`config.mk`:
```
export PLATFORM = sky130hd
export DESIGN_NAME = dpdm_tx_arbiter_flat
export DESIGN_NICKNAME = d
export VERILOG_FILES = /design/src/rtl/usb_tx_pkg.sv /design/src/rtl/dpdm_tx_arbiter_if.sv /design/src/rtl/down_counter.sv /design/src/rtl/dpdm_tx_arbiter.sv /design/src/flat_wrapper.sv
export SDC_FILE = /design/constraint.sdc
export NUM_CORES = 1
export LEC_CHECK = 0
export CORE_AREA = 4 4 58 60
export DETAILED_ROUTE_END_ITERATION = 16
export DIE_AREA = 0 0 62 64
export PLACE_DENSITY = 0.77
export SKIP_LAST_GASP = 1
export SYNTH_ARGS = -nofsm -noshare
export SYNTH_HDL_FRONTEND = slang
export SYNTH_SLANG_ARGS = --single-unit
```
`constraint.sdc`:
```
create_clock -name clock -period 2.75 [get_ports clock]
set_input_delay 0.4125 -clock clock [delete_from_list [all_inputs] [get_ports clock]]
set_output_delay 0.4125 -clock clock [all_outputs]
set_load 0.02 [all_outputs]
```
`src/rtl/usb_tx_pkg.sv`:
```
// Shared types and defaults for the USB transmit path arbiter.
// Holds the arbiter FSM states, the path-select encoding and the round-robin pick.
package usb_tx_pkg;

  typedef enum logic [1:0] {
    IDLE      = 2'd0,
    GRANT     = 2'd1,
    WAIT_SENT = 2'd2,
    GAP       = 2'd3
  } arb_state_e;

  typedef enum logic {
    SEL_NRZI = 1'b0,
    SEL_PH   = 1'b1
  } path_sel_e;

  localparam int unsigned DEFAULT_GAP_CYCLES = 2;
  localparam int unsigned DEFAULT_TIMEOUT    = 1000;

  // A lone requester always wins; on a tie the path not served last goes next.
  function automatic path_sel_e pick_winner(input logic nrziReq,
                                            input logic phReq,
                                            input path_sel_e lastServed);
    path_sel_e winner;
    if (nrziReq && phReq) begin
      winner = (lastServed == SEL_PH) ? SEL_NRZI : SEL_PH;
    end else if (phReq) begin
      winner = SEL_PH;
    end else begin
      winner = SEL_NRZI;
    end
    return winner;
  endfunction

endpackage

```
`src/rtl/dpdm_tx_arbiter_if.sv`:
```
// Bundle of request, serial data and grant signals between the two transmit
// sources, the DPDM encoder and the arbiter that sits between them.
interface dpdm_tx_arbiter_if;

  logic nrzi_req;
  logic nrzi_in_bit;
  logic nrzi_sending;
  logic ph_req;
  logic ph_in_bit;
  logic ph_sending;
  logic sent;

  logic nrzi_grant;
  logic ph_grant;
  logic enc_in_bit;
  logic enc_sending;
  logic busy;
  logic timeout_err;

  modport slave (
    input  nrzi_req, nrzi_in_bit, nrzi_sending,
    input  ph_req, ph_in_bit, ph_sending,
    input  sent,
    output nrzi_grant, ph_grant,
    output enc_in_bit, enc_sending,
    output busy, timeout_err
  );

  modport master (
    output nrzi_req, nrzi_in_bit, nrzi_sending,
    output ph_req, ph_in_bit, ph_sending,
    output sent,
    input  nrzi_grant, ph_grant,
    input  enc_in_bit, enc_sending,
    input  busy, timeout_err
  );

endinterface

```
`src/rtl/down_counter.sv`:
```
// Loadable saturating down counter with a zero flag; load wins over decrement.
// Used by the arbiter for both the inter-packet gap and the grant timeout.
module down_counter #(
  parameter int unsigned WIDTH = 4
) (
  input  logic             clock,
  input  logic             reset_n,
  input  logic             load_i,
  input  logic [WIDTH-1:0] load_val_i,
  input  logic             dec_i,
  output logic             zero_o
);

  logic [WIDTH-1:0] count_q;
  logic [WIDTH-1:0] count_d;

  always_comb begin
    count_d = count_q;
    if (load_i) begin
      count_d = load_val_i;
    end else if (dec_i && (count_q != '0)) begin
      count_d = count_q - WIDTH'(1);
    end
  end

  always_ff @(posedge clock or negedge reset_n) begin
    if (!reset_n) begin
      count_q <= '0;
    end else begin
      count_q <= count_d;
    end
  end

  assign zero_o = (count_q == '0);

endmodule

```
`src/rtl/dpdm_tx_arbiter.sv`:
```
// Round-robin arbiter sharing one DPDM encoder between the NRZI and protocol
// handler paths, with a minimum idle gap between packets and a grant timeout.
module dpdm_tx_arbiter
  import usb_tx_pkg::*;
#(
  parameter int unsigned GAP_CYCLES = DEFAULT_GAP_CYCLES,
  parameter int unsigned TIMEOUT    = DEFAULT_TIMEOUT
) (
  input  logic             clock,
  input  logic             reset_n,
  dpdm_tx_arbiter_if.slave bus
);

  localparam logic [3:0]  GapLoad     = 4'(GAP_CYCLES - 1);
  localparam logic [15:0] TimeoutLoad = 16'(TIMEOUT - 1);

  arb_state_e state_q, state_d;
  logic       nrziGrant_q, nrziGrant_d;
  logic       phGrant_q, phGrant_d;
  path_sel_e  lastServed_q, lastServed_d;
  logic       seenSending_q, seenSending_d;
  logic       timeoutErr_q, timeoutErr_d;

  logic       gapLoad, gapDec, gapZero;
  logic       toLoad, toDec, toZero;
  logic       grantedReq, grantedSending;
  path_sel_e  winner;
  path_sel_e  curPath;

  // Counters load one less than the cycle count so "zero" marks the last cycle.
  down_counter #(.WIDTH(4)) gapCounter (
    .clock      (clock),
    .reset_n    (reset_n),
    .load_i     (gapLoad),
    .load_val_i (GapLoad),
    .dec_i      (gapDec),
    .zero_o     (gapZero)
  );

  down_counter #(.WIDTH(16)) timeoutCounter (
    .clock      (clock),
    .reset_n    (reset_n),
    .load_i     (toLoad),
    .load_val_i (TimeoutLoad),
    .dec_i      (toDec),
    .zero_o     (toZero)
  );

  assign grantedReq     = (nrziGrant_q & bus.nrzi_req)     | (phGrant_q & bus.ph_req);
  assign grantedSending = (nrziGrant_q & bus.nrzi_sending) | (phGrant_q & bus.ph_sending);
  assign curPath        = phGrant_q ? SEL_PH : SEL_NRZI;
  assign winner         = pick_winner(bus.nrzi_req, bus.ph_req, lastServed_q);

  always_comb begin
    state_d       = state_q;
    nrziGrant_d   = nrziGrant_q;
    phGrant_d     = phGrant_q;
    lastServed_d  = lastServed_q;
    seenSending_d = seenSending_q;
    timeoutErr_d  = 1'b0;
    gapLoad       = 1'b0;
    gapDec        = 1'b0;
    toLoad        = 1'b0;
    toDec         = 1'b0;

    case (state_q)
      IDLE: begin
        if (bus.nrzi_req || bus.ph_req) begin
          state_d       = GRANT;
          nrziGrant_d   = (winner == SEL_NRZI);
          phGrant_d     = (winner == SEL_PH);
          seenSending_d = 1'b0;
          toLoad        = 1'b1;
        end
      end

      GRANT: begin
        if (grantedSending) begin
          seenSending_d = 1'b1;
        end
        // A request withdrawn before any data is a cancel, not a packet.
        if (!seenSending_q && !grantedSending && !grantedReq) begin
          state_d     = IDLE;
          nrziGrant_d = 1'b0;
          phGrant_d   = 1'b0;
        end else if (toZero) begin
          state_d      = GAP;
          nrziGrant_d  = 1'b0;
          phGrant_d    = 1'b0;
          timeoutErr_d = 1'b1;
          gapLoad      = 1'b1;
        end else begin
          toDec = 1'b1;
          if (seenSending_q && !grantedSending) begin
            state_d = WAIT_SENT;
          end
        end
      end

      WAIT_SENT: begin
        if (bus.sent) begin
          state_d      = GAP;
          nrziGrant_d  = 1'b0;
          phGrant_d    = 1'b0;
          lastServed_d = curPath;
          gapLoad      = 1'b1;
        end else if (toZero) begin
          state_d      = GAP;
          nrziGrant_d  = 1'b0;
          phGrant_d    = 1'b0;
          timeoutErr_d = 1'b1;
          gapLoad      = 1'b1;
        end else begin
          toDec = 1'b1;
        end
      end

      GAP: begin
        if (gapZero) begin
          state_d = IDLE;
        end else begin
          gapDec = 1'b1;
        end
      end

      default: begin
        state_d     = IDLE;
        nrziGrant_d = 1'b0;
        phGrant_d   = 1'b0;
      end
    endcase
  end

  // Reset leaves PH as last served so NRZI takes the first tie.
  always_ff @(posedge clock or negedge reset_n) begin
    if (!reset_n) begin
      state_q       <= IDLE;
      nrziGrant_q   <= 1'b0;
      phGrant_q     <= 1'b0;
      lastServed_q  <= SEL_PH;
      seenSending_q <= 1'b0;
      timeoutErr_q  <= 1'b0;
    end else begin
      state_q       <= state_d;
      nrziGrant_q   <= nrziGrant_d;
      phGrant_q     <= phGrant_d;
      lastServed_q  <= lastServed_d;
      seenSending_q <= seenSending_d;
      timeoutErr_q  <= timeoutErr_d;
    end
  end

  always_comb begin
    bus.enc_in_bit  = 1'b0;
    bus.enc_sending = 1'b0;
    if (nrziGrant_q) begin
      bus.enc_in_bit  = bus.nrzi_in_bit;
      bus.enc_sending = bus.nrzi_sending;
    end else if (phGrant_q) begin
      bus.enc_in_bit  = bus.ph_in_bit;
      bus.enc_sending = bus.ph_sending;
    end
  end

  assign bus.nrzi_grant  = nrziGrant_q;
  assign bus.ph_grant    = phGrant_q;
  assign bus.busy        = (state_q != IDLE);
  assign bus.timeout_err = timeoutErr_q;

endmodule

```
`src/flat_wrapper.sv`:
```
// flat-port wrapper written by rule: the top's interface ports become plain ports
module dpdm_tx_arbiter_flat import usb_tx_pkg::*;
#(
  parameter int unsigned GAP_CYCLES = DEFAULT_GAP_CYCLES,
  parameter int unsigned TIMEOUT    = DEFAULT_TIMEOUT
)
  (clock, reset_n, bus_nrzi_req, bus_nrzi_in_bit, bus_nrzi_sending, bus_ph_req, bus_ph_in_bit, bus_ph_sending, bus_sent, bus_nrzi_grant, bus_ph_grant, bus_enc_in_bit, bus_enc_sending, bus_busy, bus_timeout_err);
  dpdm_tx_arbiter_if bus_i ();
  input  logic clock;
  input  logic reset_n;
  input wire logic [$bits(bus_i.nrzi_req)-1:0] bus_nrzi_req;
  input wire logic [$bits(bus_i.nrzi_in_bit)-1:0] bus_nrzi_in_bit;
  input wire logic [$bits(bus_i.nrzi_sending)-1:0] bus_nrzi_sending;
  input wire logic [$bits(bus_i.ph_req)-1:0] bus_ph_req;
  input wire logic [$bits(bus_i.ph_in_bit)-1:0] bus_ph_in_bit;
  input wire logic [$bits(bus_i.ph_sending)-1:0] bus_ph_sending;
  input wire logic [$bits(bus_i.sent)-1:0] bus_sent;
  output wire logic [$bits(bus_i.nrzi_grant)-1:0] bus_nrzi_grant;
  output wire logic [$bits(bus_i.ph_grant)-1:0] bus_ph_grant;
  output wire logic [$bits(bus_i.enc_in_bit)-1:0] bus_enc_in_bit;
  output wire logic [$bits(bus_i.enc_sending)-1:0] bus_enc_sending;
  output wire logic [$bits(bus_i.busy)-1:0] bus_busy;
  output wire logic [$bits(bus_i.timeout_err)-1:0] bus_timeout_err;
  assign bus_i.nrzi_req = bus_nrzi_req;
  assign bus_i.nrzi_in_bit = bus_nrzi_in_bit;
  assign bus_i.nrzi_sending = bus_nrzi_sending;
  assign bus_i.ph_req = bus_ph_req;
  assign bus_i.ph_in_bit = bus_ph_in_bit;
  assign bus_i.ph_sending = bus_ph_sending;
  assign bus_i.sent = bus_sent;
  assign bus_nrzi_grant = bus_i.nrzi_grant;
  assign bus_ph_grant = bus_i.ph_grant;
  assign bus_enc_in_bit = bus_i.enc_in_bit;
  assign bus_enc_sending = bus_i.enc_sending;
  assign bus_busy = bus_i.busy;
  assign bus_timeout_err = bus_i.timeout_err;
  dpdm_tx_arbiter #(.GAP_CYCLES(GAP_CYCLES), .TIMEOUT(TIMEOUT)) u_core (.clock(clock), .reset_n(reset_n), .bus(bus_i));
endmodule
```
# Word-level counts from Yosys, hierarchy flattened
# Index checks and enable logic that the tools add are counted.
# word_totals
reg_bits	27
in_bits	9
out_inout_bits	6
elab_cells	96
# op_classes
addsub	2
n_eq_ne	8
n_mux	47
bitwise_logic	7
n_reduce_logical	24
# op_table
operator	count
two-way mux 16 bit	2
two-way mux 1 bit	29
zero test 16 bit	1
nonzero test 16 bit	1
subtractor 16 x 1 -> 16 bit (second input constant)	1
two-way mux 2 bit	7
two-way mux 4 bit	2
one-hot mux 1 bit (2 select lines)	4
one-hot mux 2 bit (4 select lines)	1
nonzero test 2 bit	4
logical AND 1 bit	6
one-hot mux 1 bit (3 select lines)	2
AND 1 bit	4
equality test 2 bit (second input constant)	2
zero test 4 bit	1
inequality test 2 x 1 -> 1 bit (second input constant)	2
inequality test 4 x 2 -> 1 bit (second input constant)	1
AND reduction 2 bit	2
AND reduction 4 bit	1
nonzero test 4 bit	1
subtractor 4 x 1 -> 4 bit (second input constant)	1
zero test 1 bit	3
inequality test 3 bit (second input constant)	1
AND reduction 3 bit	1
7 further kinds	8

# Depth between registers and ports, before layout
# Gate-level depths: netlist of the first run.
# depth
ltp_word	10
mapped_depth	8
ltp_nobuf	7

# Modules after synthesis
# Synthesis of the first run repeated with hierarchy kept, for this count alone.
# unflattened
cells_unflattened	214
area_unflattened_um2	1889.3
# modules_own_cells
mod	n_inst	cells_per_inst	area_each_um2	seq_area_each_um2
down_counter at u_core.timeoutCounter	1	124	1063.5	400.4
dpdm_tx_arbiter	1	63	555.5	176.4
down_counter at u_core.gapCounter	1	27	270.3	100.1

# Least setup slack after synthesis of the first run
# Ideal clock, no wire load.
# synth_path
path_kind	reg2reg
startpoint	register u_core.timeoutCounter.count_q[8]
endpoint	register u_core.phGrant_q, in the netlist u_core.bus.ph_grant
t_arrival_ns	2.089
required_ns	2.629
slack_ns	0.540
stages_incl_launch_ff	8
period_less_slack_ns	2.210
path_cell_list	dfrtp_1 > or4_1 > buf_2 > or4_4 > o211ai_2 > buf_6 > nand2_2 > a22o_1
# synth_via
elab_chain_len	4
# synth_lines
item	line	rtl
from (decl)	down_counter.sv:14	logic [WIDTH-1:0] count_q;
from (signal assigned)	down_counter.sv:30	count_q <= count_d;
zero test 16 bit (*)	down_counter.sv:34	assign zero_o = (count_q == '0);
two-way mux 1 bit (*)	--	
two-way mux 1 bit	--	
one-hot mux 1 bit (3 select lines) (*)	--	
to (signal assigned)	dpdm_tx_arbiter.sv:146	phGrant_q <= phGrant_d;
to (decl)	dpdm_tx_arbiter.sv:19	logic phGrant_q, phGrant_d;
# Every way passes the cells marked *; elsewhere a longest branch is shown, timed or not.
# A chain may end at the register's enable or synchronous reset.

# Final worst setup path of the first run
# layout_path
startpoint	register u_core.timeoutCounter.count_q[8]
endpoint	register u_core.timeoutCounter.count_q[10]
# layout_via
elab_chain_len	6
# layout_lines
item
parallel branches: the longest is 6 deep, another holds subtractor 16 x 1 -> 16 bit
# Parallel ways; which one is timed is not known. The select of a mux whose other input is x is not followed.

==> metrics.log, run 1 <==
[metrics] outcome: finished clean
[metrics] insertion delay to the later sink of the worst-skew pair: 0.32 ns
[metrics] detail-routed net length per standard cell: 15.2 um
[metrics] number of antenna violations at the first check in global routing: 0
[metrics] Unique masters post-synth: 42
[metrics] slew at the pin closest to its max-slew limit: 0.852 ns
[metrics] TritonCTS clock tree: yes
[metrics] CTS buffer count: 3
[metrics] DIE AREA: 0.00397 mm^2
[metrics] Slew headroom: 42.7%
[metrics] post-synthesis async set-or-reset flop share: 100%
[metrics] total congestion overflow: 0
[metrics] Final #Nets: 206
[metrics] final-report max-slew violation count: 0
[metrics] post-CTS repair timing setup buffer count: 0
[metrics] HPWL after detailed placement: 2540 um
[metrics] final setup TNS: 0 ns
[metrics] Yosys reg bits: 27
[metrics] sequential fraction of the synthesis area: 43.1%
[metrics] Cell Count, Final, Fillers Out: 222
[metrics] area added between synthesis and finish: 13.1%
[metrics] largest net degree at the start of global routing: 16
[metrics] std cell rows: 20
[metrics] Final GP Congestion: 0.803
[metrics] detailed-route DRC error count: 0
[metrics] I/O pins: 15
[metrics] MaxCap Viol Count: 0
[metrics] Max FO, Critical Path: 9
[metrics] cell at the root of the clock tree: clkbuf_4
[metrics] CTS H-tree depth: 1
[metrics] Period minus WS final: between 2 and 2.5 ns
[metrics] total of cells resized after clock tree synthesis: 0
[metrics] slowest cell delay on critical path: 0.69 ns
[metrics] register area: 677 um^2
[metrics] Bufs on Longest Clock Path: 2
[metrics] maximum vdd ir drop: ~0.7 mV
[metrics] number of inserted diodes: 0
[metrics] final core area utilization: 60.7%
[metrics] count of flip-flops with a built-in enable after synthesis: 0
[metrics] most used flip-flop cell after synthesis: dfrtp_1
[metrics] worst hold-check path type: in2async
[metrics] overall die height: 64 um
[metrics] wire length of the first global-routing pass: between 5000 and 6000 um
[metrics] count of buffering cells on the critical path with inverters included: 0
[metrics] total number of vias: 1,365
[metrics] number of search-and-repair iterations in the first detailed-routing pass: 4
[metrics] setup skew after layout: between 0.009 and 0.01 ns
[metrics] final setup violation count: 0
[metrics] Post-Syn Area: 0.00157 mm^2
[metrics] Clock Sink Count: 27
[metrics] Buffers on Ports: 14
[metrics] most common library cell in the layout ignoring fill and taps: dfrtp_1
[metrics] biggest area consumer among synthesized cells: dfrtp_1
[metrics] Data required, critical path: around 3 ns
[metrics] area taken by multi-input logic gates: about 830 um^2
[metrics] share of cells above drive strength 1: 7.41%
[metrics] Fin Hold WS: approximately 0.50 ns
[metrics] via count of the first global-routing pass: 1,349
[metrics] maximum clock rate: roughly 400 MHz
[metrics] cell family with most CP delay: simple AND/OR/NAND/NOR gates
[metrics] RSZ-0062 raised after global routing: false
[metrics] Mapped Avg Cell Area: 9.13 um^2
[metrics] Reg clk slew, reported paths: 0.15 ns
[metrics] placed cell count: 218
[metrics] area of the core: 0.00293 mm^2
[metrics] per-cell via count in the routed design: about 6
[metrics] commonest cells after routing, fill and taps aside: dfrtp_1 (26), nand2_1 (18), nor2_1 (16)
[metrics] violation count after the first detailed-route iteration: 97
[metrics] number of antenna-violating nets in the routed design: 0
[metrics] GRT Util Overall: 19.0%
[metrics] initial cell density of the core: 53.6%
[metrics] yosys synthesis warning count: 0
[metrics] ranking of synthesized cells by area: dfrtp_1 (41%), ha_1 (5.6%), nand2_1 (4.3%)
[metrics] Critical Path, Cell by Cell: or4_1 > or4_4 > o2111ai_1 > or3_1 > a21oi_1
[metrics] Routed Wire Length: 3370 um
[metrics] PwrDens: 811 mW/mm^2
[metrics] count of endpoints failing hold in the final timing report: 0
[metrics] Synth top area share: 41.4%
[metrics] Critical Setup Path Class: reg2reg
[metrics] post-synthesis net count: about 190
[metrics] arrival time at the worst endpoint: 2.67 ns
[metrics] Critical-path top delay cell: or4_1
[metrics] Filler cells: 276
[metrics] Critical Path Start Type: flip-flop
[metrics] Horiz. Die Dim: 62 um
[metrics] cell leakage power: around 0.72 nW
[metrics] Worst Setup End Kind: flip-flop
[metrics] share of the cycle needed by the critical path after routing: roughly nine tenths
[metrics] Mapped Cells: 172
[metrics] number of hold-repair buffers added at the cts stage: 0
## synthesized netlist by cell type (3+ instances only)
library cell and count:
nor2_1 16, o31ai_1 4, or4_1 5, o21ai_0 8, or3_1 6, xnor2_1 4, nor4_1 3, a21oi_1 13
nand3_1 6, nor3_1 4, a22o_1 4, inv_1 10, ha_1 7, nand2b_1 4, nand2_1 18, nor2b_1 3
dfrtp_1 26
## final cells by class
class,count,share of cell area [%]
Timing Repair Buffer,17,9.15
Clock buffer,4,1.48
Tap cell,33,2.32
Inverter,10,2.11
Multi-Input combinational cell,131,46.8
Sequential cell,27,38.1
## path summary, 6_finish.rpt
kind                       depth (start not counted)  slack, ns                                            end                                          from
max                                                5       0.26  u_core.timeoutCounter.count_q[10]$_DFFE_PN0P_  u_core.timeoutCounter.count_q[8]$_DFFE_PN0P_
min                                                1       0.50              u_core.bus.nrzi_grant$_DFFE_PN0P_                                       reset_n
max reg2reg                                        5       0.26  u_core.timeoutCounter.count_q[10]$_DFFE_PN0P_  u_core.timeoutCounter.count_q[8]$_DFFE_PN0P_
min reg2reg                                        2       0.56       u_core.gapCounter.count_q[1]$_DFFE_PN0P_      u_core.gapCounter.count_q[1]$_DFFE_PN0P_
max in group asynchronous                          2       1.59  u_core.timeoutCounter.count_q[10]$_DFFE_PN0P_                                       reset_n
min in group clock                                 2       0.56       u_core.gapCounter.count_q[1]$_DFFE_PN0P_      u_core.gapCounter.count_q[1]$_DFFE_PN0P_
## power by group
part           internal [W]  leakage [nW]  switching [W]  total (W)
combinational      0.000296         0.384       0.000407   0.000703
clock             0.0000567        0.0150       0.000112   0.000169
sequential         0.000482         0.322      0.0000861   0.000568
total              0.000835         0.721       0.000606    0.00144
## registers in the layout (all words and copies together), names as in the netlist, named ones only
signal	flops
u_core.bus.nrzi_grant	1
u_core.bus.ph_grant	1
u_core.bus.timeout_err	1
u_core.gapCounter.count_q	4
u_core.lastServed_q	1
u_core.seenSending_q	1
u_core.state_q	1
u_core.timeoutCounter.count_q	16
## kinds of logic after synthesis
logic type / after synthesis / share of synthesized area [%]
DFF: 27 / 43.1
adders and majority gates: 7 / 5.58
xor gates and xnor gates: 5 / 2.79
buffers and inverters: 14 / 3.90
muxes: 3 / 1.99
AOI/OAI and AO/OA: 45 / 19.1
and+or+nand+nor: 71 / 23.5
## layer usage
layer / up-vias / global-route usage (%) / share of wire [%]
met4: 0 / 6.37 / 1.8
met1: 669 / 24.6 / 46
met3: 8 / 2.83 / 3.6
met2: 27 / 31.6 / 49
li1: 661 / - / -
met5: - / 0 / 0
## metrics by stage
stage	setup WS [ns]	cell area [um^2]	total power, W
after floorplan	0.540	1570	0.00108
after global placement	0.263	1750	0.00125
after detailed placement	0.221	1750	0.00128
after CTS	0.277	1780	0.00145
after global routing	0.117	1780	0.00156
final	0.258	1780	0.00144
No activity file was read; power rests on OpenSTA's default activity.
==> run 2, diff against run 1 <==
--- a/config.mk
+++ b/config.mk
@@ -6,9 +6,10 @@
 export NUM_CORES = 1
 export LEC_CHECK = 0
 export CORE_AREA = 4 4 58 60
+export CTS_CLUSTER_SIZE = 28
 export DETAILED_ROUTE_END_ITERATION = 16
 export DIE_AREA = 0 0 62 64
-export PLACE_DENSITY = 0.77
+export PLACE_DENSITY = 0.75
 export SKIP_LAST_GASP = 1
 export SYNTH_ARGS = -nofsm -noshare
 export SYNTH_HDL_FRONTEND = slang
==> run 2 against run 1 <==
Compared with the run above:
- utilization is 0.56 points higher
- wire length up 0.30%
- largest cell class unchanged
- critical path type unchanged
- largest power group unchanged
- via count shrank 2.0%
==> metrics.log, run 2 (synthesis gave the netlist of run 1 again) <==
[metrics] slew at the pin closest to its max-slew limit: 0.865 ns
[metrics] CTS H-tree depth: 1
[metrics] count of buffering cells on the critical path with inverters included: 1
[metrics] cell internal power dissipation: 0.000833 W
[metrics] Critical Setup Path Class: reg2reg
[metrics] area of the core: 0.00293 mm^2
[metrics] outcome: finished clean
[metrics] arrival time at the worst endpoint: 2.74 ns
[metrics] number of antenna violations at the first check in global routing: 0
[metrics] total number of vias: 1,338
[metrics] Filler cells: 263
[metrics] GRT Util Overall: between 10% and 20%
[metrics] slowest cell delay on critical path: 0.75 ns
[metrics] RSZ-0062 raised after global routing: false
[metrics] total congestion overflow: 0
[metrics] share of cells above drive strength 1: roughly 8.9%
[metrics] Period minus WS final: 2.48 ns
[metrics] Critical-path top delay cell: a211oi_1
[metrics] via count of the first global-routing pass: 1,337
[metrics] detail-routed net length per standard cell: between 15 and 20 um
[metrics] Critical Path Start Type: flip-flop
[metrics] share of the cycle needed by the critical path after routing: around 90%
[metrics] final-report max-slew violation count: 0
[metrics] violation count after the first detailed-route iteration: 33
[metrics] maximum clock rate: 403 MHz
[metrics] area taken by multi-input logic gates: 832 um^2
[metrics] largest net degree at the start of global routing: 16
[metrics] relative contribution of sequential cells to total power: 39.2%
[metrics] detailed-route DRC error count: 0
[metrics] maximum vdd ir drop: 0.614 mV
[metrics] area added between synthesis and finish: 14.2%
[metrics] count of endpoints failing hold in the final timing report: 0
[metrics] worst hold-check path type: in2async
[metrics] Reg clk slew, reported paths: between 0.15 and 0.2 ns
[metrics] register area: just under 700 um^2
[metrics] placed cell areas: 0.00177 mm^2
[metrics] cell leakage power: 0.732 nW
[metrics] share of total power in combinational logic: 48.4%
[metrics] Final #Nets: 208
[metrics] Data required, critical path: 3.00 ns
[metrics] Clk pwr share: 12.4%
[metrics] cell at the root of the clock tree: clkbuf_4
[metrics] wire length of the first global-routing pass: 5830 um
[metrics] Bufs on Longest Clock Path: 2
[metrics] PwrDens: 810 mW/mm^2
[metrics] Switch Pwr: 0.000619 W
[metrics] HPWL after detailed placement: 2510 um
[metrics] total of cells resized after clock tree synthesis: 0
[metrics] Worst Setup End Kind: flip-flop
[metrics] number of inserted diodes: 0
[metrics] cell family with most CP delay: compound AO/OA/AOI/OAI gates
[metrics] initial cell density of the core: 53.6%
[metrics] Critical Path, Cell by Cell: inv_1 > ha_1 > nand3_1 > a211oi_1 > a21oi_1 > a31o_2
[metrics] final setup violation count: 0
[metrics] number of hold-repair buffers added at the cts stage: 0
[metrics] std cell rows: 20
[metrics] Routed Wire Length: between 3000 and 4000 um
[metrics] Horiz. Die Dim: 62 um
[metrics] final setup TNS: 0 ns
[metrics] Fin Hold WS: 0.459 ns
[metrics] Total Power: 0.00145 W
[metrics] number of search-and-repair iterations in the first detailed-routing pass: 4
[metrics] largest register by flop count: u_core.timeoutCounter.count_q
[metrics] per-cell via count in the routed design: 5.97
[metrics] Cell Count, Final, Fillers Out: 224
[metrics] Buffers on Ports: 14
[metrics] Final GP Congestion: a little under 0.8
[metrics] MaxCap Viol Count: 0
[metrics] TritonCTS clock tree: yes
[metrics] insertion delay to the later sink of the worst-skew pair: around 0.34 ns
[metrics] setup skew after layout: 0.0127 ns
[metrics] Clock Sink Count: 27
[metrics] overall die height: around 64 um
[metrics] post-CTS repair timing setup buffer count: 0
[metrics] Max FO, Critical Path: 9
[metrics] Slew headroom: 41.8%
[metrics] placed cell count: 220
[metrics] DIE AREA: ~0.0040 mm^2
[metrics] switching share of power: between 40 and 50%
[metrics] CTS buffer count: 3
[metrics] most common library cell in the layout ignoring fill and taps: dfrtp_1
[metrics] commonest cells after routing, fill and taps aside: dfrtp_1 (26), nand2_1 (18), nor2_1 (16)
[metrics] largest registers: u_core.timeoutCounter.count_q (16), u_core.gapCounter.count_q (4)
[metrics] number of antenna-violating nets in the routed design: 0
[metrics] flip-flop count of the largest register after layout: 16
[metrics] Design Area, Final: roughly 0.0018 mm^2
[metrics] I/O pins: 15
[run 2: changes by cell type in the layout (fill, tap and decap cells not counted)]
cell,before,now
buf_4,3,5
clkinv_2,0,1
clkbuf_1,1,0
[run 2: power groups by stage]
stage	logic [W]	registers [W]	clock network, W
2_1_floorplan	0.000508	0.000569	0
3_3_place_gp	0.000675	0.000573	0
3_5_place_dp	0.000698	0.000577	0
4_1_cts	0.000706	0.000568	0.000184
5_1_grt	0.000792	0.000580	0.000200
6_report	0.000703	0.000569	0.000180
[run 2: area by class of cell]
cell class,instances,share of cell area (%)
clock inverters,1,0.279
well taps,33,2.30
clock buffers,3,1.26
flip-flops and latches,27,37.8
inverters,10,2.09
repair buffers,19,9.91
multi-input cells,131,46.4
[run 2: worst paths after layout]
path,start,slack [ns],to,cells past startpoint
worst max register to register,u_core.state_q[0]$_DFFE_PN0P_,0.27,u_core.timeoutCounter.count_q[15]$_DFFE_PN0P_,6
min in group clock,u_core.gapCounter.count_q[1]$_DFFE_PN0P_,0.57,u_core.gapCounter.count_q[1]$_DFFE_PN0P_,2
worst min-delay path,reset_n,0.46,u_core.timeoutCounter.count_q[9]$_DFFE_PN0P_,1
worst max-delay path,u_core.state_q[0]$_DFFE_PN0P_,0.27,u_core.timeoutCounter.count_q[15]$_DFFE_PN0P_,6
max in group asynchronous,reset_n,1.57,u_core.lastServed_q$_DFFE_PN1P_,2
worst min register to register,u_core.gapCounter.count_q[1]$_DFFE_PN0P_,0.57,u_core.gapCounter.count_q[1]$_DFFE_PN0P_,2
[run 2: through the flow]
step / util (%) / setup WS, ns
5_1_grt: 61.2 / 0.0812
4_1_cts: 61.2 / 0.326
3_3_place_gp: 60.3 / 0.324
6_report: 61.2 / 0.267
2_1_floorplan: - / 0.540
3_5_place_dp: 60.3 / 0.262
[run 2: metal layers]
layer | share of wire [%] | track usage (%) | routed length (um) | vias to the layer above
li1 | - | - | - | 662
met5 | 0 | 0 | 0 | -
met2 | 51 | 32.4 | 1710 | 26
met1 | 44 | 24.1 | 1480 | 640
met3 | 4.0 | 3.23 | 136 | 10
met4 | 1.7 | 7.96 | 57 | 0
==> run 3, diff against run 2 <==
--- a/config.mk
+++ b/config.mk
@@ -5,6 +5,7 @@
 export SDC_FILE = /design/constraint.sdc
 export NUM_CORES = 1
 export LEC_CHECK = 0
+export CAP_MARGIN = 5
 export CORE_AREA = 4 4 58 60
 export CTS_CLUSTER_SIZE = 28
 export DETAILED_ROUTE_END_ITERATION = 16
==> results of run 3 <==
Final layout, timing and power as in run 2 (identical DEF).
